--- src/rtl/dispatch_sched.sv ---
`default_nettype none
// ============================================================================
// Module      : dispatch_sched (with decode_pkg)
// Description : Single-slot dispatcher steering decoded uops to ALU/BRU/LSU/
//               MDU/SYS queues; serialises CSR/FENCE/ECALL/EBREAK/MRET.
// Revision    : 1.0 - initial release
// ============================================================================

package decode_pkg;

    typedef enum logic [2:0] {
        FU_NONE   = 3'd0,
        FU_ALU    = 3'd1,
        FU_BRANCH = 3'd2,
        FU_LSU    = 3'd3,
        FU_MUL    = 3'd4,
        FU_DIV    = 3'd5
    } fu_e;

    typedef struct packed {
        logic        valid;
        logic        illegal;
        fu_e         fu;
        logic        is_csr;
        logic        is_fence;
        logic        is_ecall;
        logic        is_ebreak;
        logic        is_mret;
        logic [4:0]  rd;
        logic [4:0]  rs1;
        logic [4:0]  rs2;
        logic [31:0] imm;
        logic [31:0] pc;
    } uop_t;

endpackage

module dispatch_sched #(
    parameter int CNT_W     = 32,
    parameter int DRAIN_MAX = 1023
) (
    input  logic                                  clk_i,
    input  logic                                  rst_i,
    input  logic                                  flush_i,
    input  logic                                  in_valid_i,
    output logic                                  in_ready_o,
    input  logic [$bits(decode_pkg::uop_t)-1:0]   in_uop_i,
    input  logic                                  rob_empty_i,
    output logic [$bits(decode_pkg::uop_t)-1:0]   uop_o,
    output logic                                  alu_valid_o,
    input  logic                                  alu_ready_i,
    output logic                                  bru_valid_o,
    input  logic                                  bru_ready_i,
    output logic                                  lsu_valid_o,
    input  logic                                  lsu_ready_i,
    output logic                                  mdu_valid_o,
    input  logic                                  mdu_ready_i,
    output logic                                  sys_valid_o,
    input  logic                                  sys_ready_i,
    input  logic                                  sys_done_i,
    output logic [CNT_W-1:0]                      ser_stall_cnt_o,
    output logic                                  drain_timeout_o
);

    import decode_pkg::*;

    localparam logic [1:0] c_st_run   = 2'd0;
    localparam logic [1:0] c_st_drain = 2'd1;
    localparam logic [1:0] c_st_issue = 2'd2;
    localparam logic [1:0] c_st_wait  = 2'd3;

    localparam int c_ri_alu = 0;
    localparam int c_ri_bru = 1;
    localparam int c_ri_lsu = 2;
    localparam int c_ri_mdu = 3;
    localparam int c_ri_sys = 4;

    localparam int              c_dc_w       = (DRAIN_MAX < 2) ? 1 : $clog2(DRAIN_MAX + 1);
    localparam logic [c_dc_w-1:0] c_drain_max  = c_dc_w'(DRAIN_MAX);
    localparam logic [c_dc_w-1:0] c_drain_last = c_dc_w'((DRAIN_MAX > 0) ? DRAIN_MAX - 1 : 0);

    // Illegal uops go to the ALU even if they look serialising: the ALU raises the exception.
    function automatic logic is_ser(input uop_t u);
        return !u.illegal & (u.is_csr | u.is_fence | u.is_ecall | u.is_ebreak | u.is_mret);
    endfunction

    function automatic logic [4:0] route_of(input uop_t u);
        logic [4:0] r;
        r = '0;
        if (u.illegal) begin
            r[c_ri_alu] = 1'b1;
        end else if (is_ser(u)) begin
            r[c_ri_sys] = 1'b1;
        end else begin
            case (u.fu)
                FU_BRANCH:      r[c_ri_bru] = 1'b1;
                FU_LSU:         r[c_ri_lsu] = 1'b1;
                FU_MUL, FU_DIV: r[c_ri_mdu] = 1'b1;
                default:        r[c_ri_alu] = 1'b1;
            endcase
        end
        return r;
    endfunction

    logic [1:0]        r_state;
    logic              r_slot_valid;
    logic [4:0]        r_slot_route;
    uop_t              r_uop;
    uop_t              r_pend_uop;
    logic [CNT_W-1:0]  r_stall_cnt;
    logic [c_dc_w-1:0] r_drain_cnt;
    logic              r_timeout;

    uop_t       w_in_uop;
    logic [4:0] w_valid_vec;
    logic [4:0] w_ready_vec;
    logic       w_fire;
    logic       w_sys_fire;
    logic       w_in_ready;
    logic       w_take;
    logic       w_take_ser;
    logic       w_take_norm;

    assign w_in_uop    = uop_t'(in_uop_i);
    assign w_valid_vec = {5{r_slot_valid}} & r_slot_route;
    assign w_ready_vec = {sys_ready_i, mdu_ready_i, lsu_ready_i, bru_ready_i, alu_ready_i};
    assign w_fire      = |(w_valid_vec & w_ready_vec);
    assign w_sys_fire  = w_valid_vec[c_ri_sys] & sys_ready_i;

    assign w_in_ready  = (r_state == c_st_run) & !flush_i & (!r_slot_valid | w_fire);
    // A handshake with valid = 0 is consumed but loads nothing.
    assign w_take      = in_valid_i & w_in_ready & w_in_uop.valid;
    assign w_take_ser  = w_take & is_ser(w_in_uop);
    assign w_take_norm = w_take & !is_ser(w_in_uop);

    always_ff @(posedge clk_i or posedge rst_i) begin
        if (rst_i) begin
            r_state      <= c_st_run;
            r_slot_valid <= 1'b0;
            r_slot_route <= '0;
            r_uop        <= '0;
            r_pend_uop   <= '0;
        end else if (flush_i) begin
            r_state      <= c_st_run;
            r_slot_valid <= 1'b0;
            r_slot_route <= '0;
            r_uop        <= '0;
            r_pend_uop   <= '0;
        end else begin
            case (r_state)
                c_st_run: begin
                    if (w_take_norm) begin
                        r_slot_valid <= 1'b1;
                        r_slot_route <= route_of(w_in_uop);
                        r_uop        <= w_in_uop;
                    end else if (w_fire) begin
                        r_slot_valid <= 1'b0;
                    end
                    if (w_take_ser) begin
                        r_pend_uop <= w_in_uop;
                        r_state    <= c_st_drain;
                    end
                end
                c_st_drain: begin
                    if (!r_slot_valid && rob_empty_i) begin
                        r_slot_valid <= 1'b1;
                        r_slot_route <= route_of(r_pend_uop);
                        r_uop        <= r_pend_uop;
                        r_pend_uop   <= '0;
                        r_state      <= c_st_issue;
                    end else if (w_fire) begin
                        r_slot_valid <= 1'b0;
                    end
                end
                c_st_issue: begin
                    if (w_sys_fire) begin
                        r_slot_valid <= 1'b0;
                        r_state      <= sys_done_i ? c_st_run : c_st_wait;
                    end
                end
                default: begin
                    if (sys_done_i) begin
                        r_state <= c_st_run;
                    end
                end
            endcase
        end
    end

    // Stall counter and timeout survive flushes; only reset clears them.
    always_ff @(posedge clk_i or posedge rst_i) begin
        if (rst_i) begin
            r_stall_cnt <= '0;
        end else if ((r_state != c_st_run) && (r_stall_cnt != {CNT_W{1'b1}})) begin
            r_stall_cnt <= r_stall_cnt + 1'b1;
        end
    end

    always_ff @(posedge clk_i or posedge rst_i) begin
        if (rst_i) begin
            r_drain_cnt <= '0;
            r_timeout   <= 1'b0;
        end else begin
            if (r_state == c_st_run) begin
                r_drain_cnt <= '0;
            end else if ((r_state == c_st_drain) && (r_drain_cnt != c_drain_max)) begin
                r_drain_cnt <= r_drain_cnt + 1'b1;
            end
            if ((DRAIN_MAX != 0) && (r_state == c_st_drain) && (r_drain_cnt == c_drain_last)) begin
                r_timeout <= 1'b1;
            end
        end
    end

    assign in_ready_o      = w_in_ready;
    assign uop_o           = r_uop;
    assign alu_valid_o     = w_valid_vec[c_ri_alu];
    assign bru_valid_o     = w_valid_vec[c_ri_bru];
    assign lsu_valid_o     = w_valid_vec[c_ri_lsu];
    assign mdu_valid_o     = w_valid_vec[c_ri_mdu];
    assign sys_valid_o     = w_valid_vec[c_ri_sys];
    assign ser_stall_cnt_o = r_stall_cnt;
    assign drain_timeout_o = r_timeout;

endmodule

`default_nettype wire

--- config.mk ---
export PLATFORM = sky130hd
export DESIGN_NAME = dispatch_sched
export DESIGN_NICKNAME = d
export VERILOG_FILES = /design/src/rtl/dispatch_sched.sv
export SDC_FILE = /design/constraint.sdc
export NUM_CORES = 1
export LEC_CHECK = 0
export BUFFER_PORTS_ARGS = -buffer_cell sky130_fd_sc_hd__buf_2
export CAP_MARGIN = 20
export CORE_ASPECT_RATIO = 0.6
export CORE_MARGIN = 3
export CORE_UTILIZATION = 45
export DETAILED_ROUTE_END_ITERATION = 7
export GPL_ROUTABILITY_DRIVEN = 0
export GPL_TIMING_DRIVEN = 0
export PLACE_DENSITY_LB_ADDON = 0.2
export SLEW_MARGIN = 20
export SYNTH_ARGS = -nofsm -noshare
export SYNTH_HDL_FRONTEND = slang
export SYNTH_SLANG_ARGS = --single-unit
--- constraint.sdc ---
create_clock -name clk_i -period 10.81 [get_ports clk_i]
set_input_delay 2.162 -clock clk_i [delete_from_list [all_inputs] [get_ports clk_i]]
set_output_delay 2.162 -clock clk_i [all_outputs]
set_load 0.005 [all_outputs]
; ---- After elaboration in Yosys (flattened, before gate mapping)
; Cells that the tools add are included.
[word_totals]
reg_bits = 229
output_inout_bits = 128
[classes]
n_addsub = 2
n_eq_ne = 17
muxes = 43
bitwise_logic = 20
n_reduce_logical = 24
[ops]
columns = operator, n
row1 = 2-to-1 mux 89 bit, 6
row2 = case mux 89 bit (2 select lines), 2
row3 = "adder 32 x 1 -> 32 bit, second input constant", 1
row4 = "inequality test 32 bit, second input constant", 1
row5 = 2-to-1 mux 10 bit, 2
row6 = 2-to-1 mux 1 bit, 17
row7 = 2-to-1 mux 4 bit, 4
row8 = 2-to-1 mux 5 bit, 3
row9 = "equality test 3 x 2 -> 1 bit, second input constant", 4
row10 = "equality test 3 bit, second input constant", 4
row11 = 2-to-1 mux 2 bit, 6
row12 = "inequality test 3 bit, second input constant", 4
row13 = "adder 10 x 1 -> 10 bit, second input constant", 1
row14 = AND 5 bit, 2
row15 = "equality test 10 bit, second input constant", 1
row16 = "inequality test 10 bit, second input constant", 1
row17 = case mux 5 bit (2 select lines), 1
row18 = AND 1 bit, 9
row19 = bitwise OR 1 bit, 9
row20 = OR reduction 4 bit, 2
row21 = case mux 2 bit (3 select lines), 1
row22 = AND reduction 3 bit, 2
row23 = zero test 1 bit, 5
row24 = nonzero test 5 bit, 1
row25 = other kinds (12), 17

; ---- Depth between registers and ports, before layout
[depth]
word_depth = 11
ltp_mapped = 9
mapped_depth_nobuf = 7

; ---- Least setup slack after synthesis
; No wires, ideal clock.
[synth_path]
path_kind = input to output
from = input lsu_ready_i
to = output in_ready_o
arrival_time_ns = 2.631
required_ns = 8.648
slack_ns = 6.017
path_stages = 3
path_buffers = 0
cell_sequence = a22oi_1 > nand4_1 > nor2b_1
[synth_between]
elab_chain_len = 4
[synth_lines]
columns = item, line_no
row1 = "start, declared", 55  ; input logic lsu_ready_i,
row2 = AND 5 bit, 127  ; assign w_fire = |(w_valid_vec & w_ready_vec);
row3 = OR reduction 5 bit, 127
row4 = bitwise OR 1 bit, 130  ; assign w_in_ready = (r_state == c_st_run) & !flush_i & (!r_slot_valid | w_fire);
row5 = AND 1 bit, 130
row6 = "end, declared", 46  ; output logic in_ready_o,
; Every way passes these cells.

; ---- Worst setup path in the final report
[layout_path]
from = input alu_ready_i
to = output in_ready_o
[layout_between]
elab_chain_len = 4
[layout_lines]
columns = item, line_no
row1 = "start, declared", 51  ; input logic alu_ready_i,
row2 = AND 5 bit, 127
row3 = OR reduction 5 bit, 127
row4 = bitwise OR 1 bit, 130
row5 = AND 1 bit, 130
; Every way passes these cells.

==> results.md <==
- Status: finished, final reports clean
- Post-Syn Instances: ~890
- First-pass GRT wire length: 45200 um
- Clk pwr share: 26.1%
- Largest family of logic cells by synthesized area: compound AO/OA/AOI/OAI gates
- DR vias/cell: 5.50
- Final non-filler cell total: 1466
- Synth Register Bits: 229
- Mapped Area: 10200 sq um
- Simple-gate share of the synthesized area: 11.0%
- Combinational group share of total power: between 30% and 40%
- CP endpoint kind: output pin
- Post-detail-place hpwl: 20600 um
- Most used cell, CP: buf_2
- Nets: between 1000 and 1500
- CP bufs+invs: 2
- Postcts setup bufs: 0
- Crit path cell chain: buf_2 -> a22oi_1 -> nand4_1 -> nor2b_1 -> buf_2
- Yosys top cell area share: 56.0%
- Row cnt: 42
- Syn_area_per_cell: 11.5 sq um
- Syn nets: around 1000
- Clock tree sinks: 229
- Placeable Area: 22200 sq um
- Remaining global-route overflow: 0
- DR pass1 iterations: 5
- Most common cell after layout, fill and taps aside: buf_2
- Total power draw: 3.14 mW
- Fillers: 1984
- DR WL/cell: approximately 20 um
- Number of I/O pins: 228
- Inst Count DP: 1424
- Worst-margin pin slew: 0.897 ns
- Required time of the critical path: roughly 8.7 ns
- Clock Latency Late Sink: 0.50 ns
- Starting density of the core: 46.2%
- Leak pwr: 6.17 nW
- Post-synthesis compound-gate area fraction: 16.6%
- Top delay family on crit path: simple AND/OR/NAND/NOR gates
- Synth Warn #: 0
- Async S/R FF share, synth: 100%
- Post-CTS Hold Fix Bufs: 0
- Final setup fails: 0
- Reg area: 5730 sq um
- CP arrival: between 3 and 4 ns
- Slew headroom: approximately two fifths
- Switch Pwr: 1.09 mW
- Kind of critical path: in -> out
- Synth Area in Adders: 1.10%
- Layout cells sized above 1: between 20% and 30%
- Via count: 8069
- Top cells by area, synth: dfrtp_1 56%, mux2i_1 8.6%, a22o_1 7.4%
- # resized after CTS: 0
- Top_reg_cell synth: dfrtp_1
- Sequential Power Share: 40.7%
- H-tree levels: 1
- Tmin final: 5.20 ns
- First DRT Iteration DRCs: 533
- Antenna Nets Post-Route: 0
- DRT Wirelength: 28600 um
- Number of synthesized flops with an enable pin: 0
- Clk_skew: 0.0112 ns
- Number of global-route vias before repair: 7813
- DRC Markers: 0
- Critical-path maximum fanout: 2
- Tcrit/Tclk final: 48.1%
- Width of the die: 201 um
- Pins Over Slew Limit: 0
- Final-report hold violation count: 0
- Post-Synth XOR/XNOR Area: between 2 and 3%
- Reg clk slew, reported paths: roughly 0.070 ns
- Power Density: approximately 250 nW/um^2
- Port bufs: 227
- Initial antenna violation count: 4
- Commonest cells after routing, fill and taps aside: 253 x buf_2, 229 x dfrtp_1, 111 x nand2_1, 90 x o31ai_1, 88 x mux2i_1
- Largest net degree at the start of global routing: 91
- Pint: 2.05 mW
- Die area: around 25000 sq um
- Fmax: 0.192 GHz
- CTS tree: done
- CTS Buffer Depth: 3
- Post-synth top area cell: dfrtp_1
- RSZ-0062 raised after global routing: no
- Synth unique cells: 50
- Mux cell area share after synthesis: 9.04%
- Area of the multi-input gates: 4160 sq um
- Slowest cell on the critical path: a22oi_1
- Net Sw Frac: 34.7%
- Worst min path class: reg -> reg
- Total of max-cap violations: 0
- Clock Tree Root: clkbuf_16
- Seq/Total Area, Yosys: 56.0%
- CTS buffer count: 22
- Die height: 123 um
- Maximum VDD drop: 0.000103 V
- Total Routing Usage GR: between 20 and 25%
- Area growth from synthesis to layout: 23.0%
- Startpoint Class: primary input
- Critical path's largest stage delay: 0.28 ns
-- metrics by stage --
stage	setup TNS (ns)	utilization, %	worst slack [ns]	area, sq um	hold WS (ns)
global placement	-79.58	53.0	-0.381	11800	0.456
global route	0	56.8	5.57	12600	0.498
detailed placement	0	53.3	5.62	11800	0.461
finish	0	56.8	5.61	12600	0.472
CTS	0	56.8	5.61	12600	0.476
floorplan	0	-	2.37	10200	0.450
-- power by group through the flow --
stage / sequential (mW) / clock, mW / combinational, mW
6_report: 1.28 / 0.820 / 1.04
5_1_grt: 1.31 / 0.870 / 1.15
4_1_cts: 1.27 / 0.835 / 1.05
3_5_place_dp: 1.29 / 0 / 1.04
3_3_place_gp: 1.28 / 0 / 1.02
2_1_floorplan: 1.26 / 0 / 0.673
-- synthesized netlist by cell type (4+ instances only) --
cell type	number
a31oi_1	4
buf_2	26
xor2_1	15
nor3_1	10
nand4_1	18
dfrtp_1	229
ha_1	9
mux2_2	4
nand2b_1	4
and2_1	7
xnor2_1	19
a21oi_1	9
or4_1	4
and3_1	6
o31ai_1	90
nor4_1	9
nand3_1	17
clkbuf_1	35
mux2i_1	88
a22o_1	87
nand2_1	111
nor2_1	26
and4_1	5
o21ai_0	4
inv_1	14
-- worst reg2reg max path: cells and delay by family, from the launching register on --
family	cells	cell delay (ns)
buf+inv	4	1.50
flops	1	0.44
fa+ha+maj	1	0.19
compound gates	2	0.83
simple gates	2	0.23
-- state kept, by name, summed over array words and instances, names as in the netlist --
signal,flops
r_pend_uop,89
uop_o,89
ser_stall_cnt_o,32
r_drain_cnt,10
r_slot_route,5
r_state,2
drain_timeout_o,1
r_slot_valid,1
-- final timing paths --
kind	slack, ns	to	startpoint	cells past startpoint
setup / recovery	5.61	in_ready_o	alu_ready_i	5
hold / removal	0.47	uop_o[58]	uop_o[58]	2
setup reg to reg	7.51	uop_o[79]	r_state[0]	9
hold reg to reg	0.47	uop_o[58]	uop_o[58]	2
max in group asynchronous	8.24	r_pend_uop[49]	rst_i	3
min in group asynchronous	1.72	uop_o[21]	rst_i	2
-- metal layers --
metal  up-vias  global-route usage [%]  share of wire (%)
met4         6                    4.25                1.6
met2       249                    31.7                 41
li1       3776                       -                  -
met1      3999                    36.2                 50
met3        39                    5.70                7.3
met5         -                       0               0.10
-- kinds of logic (layout without fill, tap and decap cells) --
group                    count (synthesis)  in the layout
flip-flops                             229            229
AND/OR/NAND/NOR                        229            229
AO/OA/AOI/OAI                          215            215
multiplexers                            92             92
buffers and inverters                   79            347
XOR/XNOR                                34             34
adder cells (fa/ha/maj)                  9              9
other                                    0              3
-- layout make-up --
| type | count | area share [%] |
|---|---|---|
| multi-input cells | 579 | 33.0 |
| repair buffers | 229 | 9.45 |
| well taps | 308 | 3.06 |
| clock buffers | 30 | 5.09 |
| flip-flops and latches | 229 | 45.5 |
| inverters | 14 | 0.477 |
| clock inverters | 9 | 1.00 |
| plain buffers | 65 | 2.34 |
| diodes | 3 | 0.0596 |
(Power assumes the default switching activity.)
